File: src/rtl/output_pkg.sv
// Shared defaults and state encoding for the output slew limiter.
package output_pkg;

  localparam int W_DEF     = 16;
  localparam int DIV_W_DEF = 8;

  typedef enum logic {
    TRACK = 1'b0,
    SLEW  = 1'b1
  } slew_state_e;

endpackage

File: src/rtl/slew_tick_gen.sv
// Update-rate divider: one tick every div+1 cycles. The counter runs
// regardless of hold so the update cadence never drifts.
module slew_tick_gen
  import output_pkg::*;
#(
  parameter int DIV_W = DIV_W_DEF
) (
  input  logic             clk,
  input  logic             rst_n,
  input  logic [DIV_W-1:0] div,
  output logic             tick
);

  localparam logic [DIV_W-1:0] ONE = DIV_W'(1);

  logic [DIV_W-1:0] cnt_q, cnt_d;

  // >= rather than == so that lowering div below cnt ticks at once instead of wrapping
  assign tick = (cnt_q >= div);

  // Next count: restart on tick, otherwise advance
  always_comb begin
    cnt_d = tick ? '0 : cnt_q + ONE;
  end

  // Counter register
  always_ff @(posedge clk or negedge rst_n) begin
    if (!rst_n) cnt_q <= '0;
    else        cnt_q <= cnt_d;
  end

endmodule

File: src/rtl/output_slew_limiter.sv
// Slew-rate limiter between the output mux and the DAC interface.
//
//   state | meaning
//   ------+-----------------------------------------------
//   TRACK | last update loaded in directly (out == in)
//   SLEW  | last update was clipped to +/- step toward in
//
module output_slew_limiter
  import output_pkg::*;
#(
  parameter int W     = W_DEF,
  parameter int DIV_W = DIV_W_DEF
) (
  input  logic                clk,
  input  logic                rst_n,
  input  logic signed [W-1:0] in,
  input  logic        [W-2:0] step,
  input  logic    [DIV_W-1:0] div,
  input  logic                hold,
  output logic signed [W-1:0] out,
  output logic                out_valid,
  output logic                slewing
);

  logic                tick;
  logic signed [W:0]   diff;
  logic        [W:0]   mag;
  logic        [W:0]   step_x;
  logic                limit;
  logic        [W-1:0] stepped;

  slew_tick_gen #(.DIV_W(DIV_W)) u_tick (
    .clk   (clk),
    .rst_n (rst_n),
    .div   (div),
    .tick  (tick)
  );

  slew_state_e         state_q, state_d;
  logic signed [W-1:0] out_q, out_d;
  logic                valid_q, valid_d;
  logic                slewing_q, slewing_d;

  // Difference carried at W+1 bits so full-scale swings never alias
  assign diff   = {in[W-1], in} - {out_q[W-1], out_q};
  assign mag    = diff[W] ? $unsigned(-diff) : $unsigned(diff);
  assign step_x = {2'b00, step};
  assign limit  = (step != '0) && (mag > step_x);

  // Only used when |diff| > step, so the result lies strictly between out
  // and in and W-bit arithmetic cannot wrap.
  assign stepped = diff[W] ? (out_q - {1'b0, step}) : (out_q + {1'b0, step});

  // Next-state: update only on an unheld tick, otherwise freeze everything
  always_comb begin
    state_d   = state_q;
    out_d     = out_q;
    valid_d   = 1'b0;
    slewing_d = slewing_q;
    if (tick && !hold) begin
      valid_d = 1'b1;
      if (limit) begin
        out_d     = stepped;
        state_d   = SLEW;
        slewing_d = 1'b1;
      end else begin
        out_d     = in;
        state_d   = TRACK;
        slewing_d = 1'b0;
      end
    end
  end

  // State, sample and strobe registers; reset aborts any slew in progress
  always_ff @(posedge clk or negedge rst_n) begin
    if (!rst_n) begin
      state_q   <= TRACK;
      out_q     <= '0;
      valid_q   <= 1'b0;
      slewing_q <= 1'b0;
    end else begin
      state_q   <= state_d;
      out_q     <= out_d;
      valid_q   <= valid_d;
      slewing_q <= slewing_d;
    end
  end

  assign out       = out_q;
  assign out_valid = valid_q;
  assign slewing   = slewing_q;

endmodule

File: config.mk
export PLATFORM = sky130hd
export DESIGN_NAME = output_slew_limiter
export DESIGN_NICKNAME = d
export VERILOG_FILES = /design/src/rtl/output_pkg.sv /design/src/rtl/slew_tick_gen.sv /design/src/rtl/output_slew_limiter.sv
export SDC_FILE = /design/constraint.sdc
export NUM_CORES = 1
export LEC_CHECK = 0
export ABC_AREA = 0
export CELL_PAD_IN_SITES_DETAIL_PLACEMENT = 0
export CELL_PAD_IN_SITES_GLOBAL_PLACEMENT = 2
export CORE_MARGIN = 10
export CORE_UTILIZATION = 33
export CTS_CLUSTER_DIAMETER = 40
export DETAILED_ROUTE_END_ITERATION = 10
export MAX_ROUTING_LAYER = met4
export PLACE_DENSITY = 0.8
export SETUP_SLACK_MARGIN = 0.02
export SYNTH_ARGS = -nofsm -noshare
export SYNTH_HDL_FRONTEND = slang
export SYNTH_HIERARCHICAL = 1
export SYNTH_SLANG_ARGS = --single-unit
File: constraint.sdc
create_clock -name clk -period 7.2 [get_ports clk]
set_input_delay 0.72 -clock clk [delete_from_list [all_inputs] [get_ports clk]]
set_output_delay 0.72 -clock clk [all_outputs]
set_load 0.005 [all_outputs]
Word level (Yosys, flattened, before mapping)
Index checks and enable logic that the tools add are counted.
- add/subtract/negate cells: 5
- order comparisons: 2
- mux-type cells: 6
- reductions and logical operators: 4
- operators with widths (kind ; count):
    2-to-1 mux 16 bit ; 2
    greater-than comparator 17 x 15 -> 1 bit ; 1
    2-to-1 mux 17 bit ; 1
    negation 17 bit ; 1
    subtractor 16 x 16 -> 17 bit ; 1
    adder 16 x 15 -> 16 bit ; 1
    subtractor 16 x 15 -> 16 bit ; 1
    nonzero test 15 bit ; 1
    adder 8 x 1 -> 8 bit (second input constant) ; 1
    greater-or-equal comparator 8 bit ; 1
    2-to-1 mux 8 bit ; 1
    logical AND 1 bit ; 2
    2-to-1 mux 1 bit ; 2
    zero test 1 bit ; 1
- bits in registers: 26
- output and inout bits: 18
- word-level logic and storage cells: 21

Depth between registers and ports, before layout
- word-level depth: 6
- depth in mapped cells: 26
- depth with buffers taken out: 24

By module
The synthesis kept the hierarchy.
- modules (own cells, without submodules) (module ; instances ; cells an instance ; area an instance (um^2) ; sequential area each (um^2)):
    output_slew_limiter ; 1 ; 417 ; 3288.2 ; 450.4
    slew_tick_gen ; 1 ; 54 ; 555.5 ; 200.2

Least setup slack after synthesis
Ideal clock, no wire load.
- path kind: input -> register
- start: in in[0]
- end: reg out_q[12] (netlist: out[12])
- data arrival time: 5505 ps
- required time: 7063 ps
- setup slack: 1558 ps
- stages on the path: 25
- path buffers: 2
- cells stage by stage: inv_1 -> ha_1 -> fa_1 -> nand2b_1 -> a21o_1 -> a31o_2 -> a31oi_1 -> a31oi_1 -> o31ai_1 -> clkbuf_1 -> nor2_1 -> xor2_1 -> ha_1 -> a21o_1 -> a21o_1 -> a21oi_1 -> and3b_1 -> a221oi_1 -> o31ai_1 -> nand2_1 -> o311a_4 -> nand2_8 -> buf_12 -> mux2i_1 -> a21oi_1
- longest elaborated chain between the ends: 6
- elaborated cells between the ends (all ways): 7
- ends and longest elaborated chain (item ; line ; source):
    start: declaration ; output_slew_limiter.sv:16 ; input logic signed [W-1:0] in,
    subtractor 16 x 16 -> 17 bit * ; output_slew_limiter.sv:45 ; assign diff = {in[W-1], in} - {out_q[W-1], out_q};
    negation 17 bit ; output_slew_limiter.sv:46 ; assign mag = diff[W] ? $unsigned(-diff) : $unsigned(diff);
    2-to-1 mux 17 bit ; output_slew_limiter.sv:46 ;
    greater-than comparator 17 x 15 -> 1 bit ; output_slew_limiter.sv:48 ; assign limit = (step != '0) && (mag > step_x);
    logical AND 1 bit ; output_slew_limiter.sv:48 ;
    2-to-1 mux 16 bit * ; output_slew_limiter.sv:62 ; if (limit) begin
    end signal: assignment ; output_slew_limiter.sv:83 ; out_q <= out_d;
    end: declaration ; output_slew_limiter.sv:40 ; logic signed [W-1:0] out_q, out_d;
Mark *: on every way between the ends. The rest lies on a longest branch, timed or not.
A chain may end at the register's enable or synchronous reset.

Worst setup path in the final report
Ends and elaborated chain as after synthesis.

==> flow_summary.ini <==
[layout]
layout.nets = 630
fin_area_um2 = 4690
register_area_um2 = 651
drive_gt1_share_pct = 4.73
multi_input_area_um2 = 2950
areaGrowthSynthToFinish_pct = 21.9
antenna_cells = 0
fillCellCount = 1180

[timing]
slew_violations = 0
clock.fmax_mhz = 165
finClkSkew_ps = 4.69
fin_crit_ps = 6070
holdWs_ps = 491
slew_headroom_pct = 36.8
rsz0062_at_grt = false
tightestPinTransition_ps = 947
min_period_over_period_pct = 84.4
setup_viol = 0
fin_setup_tns_ps = 0
hold_viol = 0

[setup_path]
reg2reg_slack_ps = 1580
startpoint = in[0]
path_max_fanout = 17
cp-end-kind = register
cp.required_ps = 7310
crit_arrival_ps = 6180
crit_path_start_kind = primary input
reg2reg_to = out[12]$_DFFE_PN0P_
rr_worst_depth = 23
crit_end = out[12]$_DFFE_PN0P_
r2r-start = out[2]$_DFFE_PN0P_
critical_path_class = primary input to register

[synthesis]
ys_types = 63
postSynthAreaPerCell_um2 = 8.16
async_reset_ff_share_pct = 100
syn-instance-count = 471
ys_ff_latch = 26
seq_area_frac_synth_pct = 16.9
mappedNetlistArea_um2 = 3840
yosysWarnings = 6
syn_nets = 572
synth_edf_count = 0
ys.flop_type = dfrtp_1

[global_route]
grt_pass1_vias = 3629
grtUsageTotal_pct = 13.6
grt_overflow = 0
grt_start_max_net_pins = 31
antenna_found_initial = 0
grt_pass1_wl_um = 17900

[detailed_routing]
drtPass1Iterations = 4
viasPerCell = 5.24
ant_nets = 0
totalWireLength_um = 10900
avgRoutedWirePerCell_um = 16.3
vias = 3515
drtIter0Drc = 187
route.detailed.drc = 0

[cts]
cts-root-buf = clkbuf_16
ctsHoldBuffers = 0
cts.path.max_buffers = 2
cts_tree = done
post_cts_resized = 0
cts_max_level = 1
cts_made_buffers = 3
cts_sinks = 26
clock_latency_ps = 270
cts_setup_buffers = 0
clk_pin_slew_ps = 70

[floorplanning]
coreArea_um2 = 11400
start_util_pct = 33.7
fp.dieW_um = 128
row_count = 39
die_area_um2 = 16400
ios = 60
die_h_um = 128

[flow_run]
cap_violations = 0

[place]
io_buffers = 59
dpl_cell_area_um2 = 4580
gp_congestion = 0.872
hpwl_um = 9150

[status]
status = finished, final reports clean

[worst_hold_path]
hp-class = register to register
[layer usage]
layer	track usage [%]	wire length, um
met1	16.7	5060
met2	23.4	5240
met3	1.86	470
met4	1.99	140
met5	-	0
[cell type report]
| cell class | count | share of cell area (%) |
|---|---|---|
| multi-input cells | 384 | 62.9 |
| clock inverters | 1 | 0.641 |
| repair buffers | 61 | 12.9 |
| well taps | 143 | 3.82 |
| flip-flops and latches | 26 | 13.9 |
| inverters | 53 | 4.24 |
| clock buffers | 3 | 1.60 |
[kinds of logic after synthesis]
family / count (synthesis) / synth area share [%]
DFF: 26 / 16.9
buffers and inverters: 61 / 6.38
adders and majority gates: 59 / 19.6
muxes: 15 / 3.91
and+or+nand+nor: 135 / 18.6
AOI/OAI and AO/OA: 120 / 22.1
xor gates and xnor gates: 55 / 12.5
[sequential cells by signal (all words and copies together), names as in the netlist]
register and cells:
out_valid 1, slewing 1, u_tick/cnt_q 8, out 16
[cells in the final DEF, fill, tap and decap left out, types with 7 or more instances in the layout]
cell type        synthesis  layout
xor2_1                  21      21
nand2_1                 28      28
a21o_1                  11      11
clkdlybuf4s50_1          0      59
nor3_1                   8       8
xnor2_1                 34      34
nand3_1                 10      10
nor2_1                  44      44
o21ai_0                 15      15
mux2i_1                 15      15
a31oi_1                  7       7
inv_1                   52      52
a21oi_1                 41      41
o31ai_1                  7       7
ha_1                    57      57
dfrtp_1                 26      26
[synth_stat cells (6+ instances only)]
master     n  share of area (%)
inv_1     52                5.1
nand4_1    6               0.98
xnor2_1   34                7.7
nor3_1     8                1.0
nor2_1    44                4.3
o31ai_1    7                1.4
nand3_1   10                1.3
clkbuf_1   7               0.68
nand2_1   28                2.7
mux2i_1   15                3.9
a31oi_1    7                1.1
ha_1      57                 19
a21oi_1   41                5.3
dfrtp_1   26                 17
xor2_1    21                4.8
o21a_1     6                1.2
a21o_1    11                2.1
o21ai_0   15                2.0
nand2b_1   6               0.98
[stage by stage]
stage / worst slack, ps / cells / util (%)
6_report: 1130 / 671 / 41.0
5_1_grt: 739 / 671 / 41.0
2_1_floorplan: 1560 / 471 / -
3_5_place_dp: 876 / 667 / 40.1
4_1_cts: 1140 / 671 / 41.0
3_3_place_gp: 946 / 667 / 40.1
[worst min-delay path by stage]
stage	startpoint	to	slack, ps	cells past startpoint
detailed placement	slewing$_DFFE_PN0P_	slewing$_DFFE_PN0P_	480	2
global route	slewing$_DFFE_PN0P_	slewing$_DFFE_PN0P_	530	2
CTS	slewing$_DFFE_PN0P_	slewing$_DFFE_PN0P_	500	2
finish	slewing$_DFFE_PN0P_	slewing$_DFFE_PN0P_	490	2
floorplan	rst_n	out[0]$_DFFE_PN0P_	420	0
global placement	u_tick/cnt_q[0]$_DFF_PN0_	u_tick/cnt_q[0]$_DFF_PN0_	470	1
[worst max-delay path, cell delays in order]
cell	delay, ps
clkdlybuf4s50_1	470
inv_1	50
ha_1	210
fa_1	400
nand2b_1	170
a21o_1	190
a31o_2	220
a31oi_1	200
a31oi_1	180
o31ai_1	240
buf_4	250
nor2_1	90
xor2_1	150
ha_1	300
a21o_1	190
a21o_1	170
a21oi_1	180
and3b_1	180
a221oi_1	90
o31ai_1	470
nand2_1	140
o311a_4	390
nand2_8	200
mux2i_1	230
a21oi_1	80
Power is not shown: default switching activity piles up to over one toggle a cycle in this logic, so the estimate is an artifact.
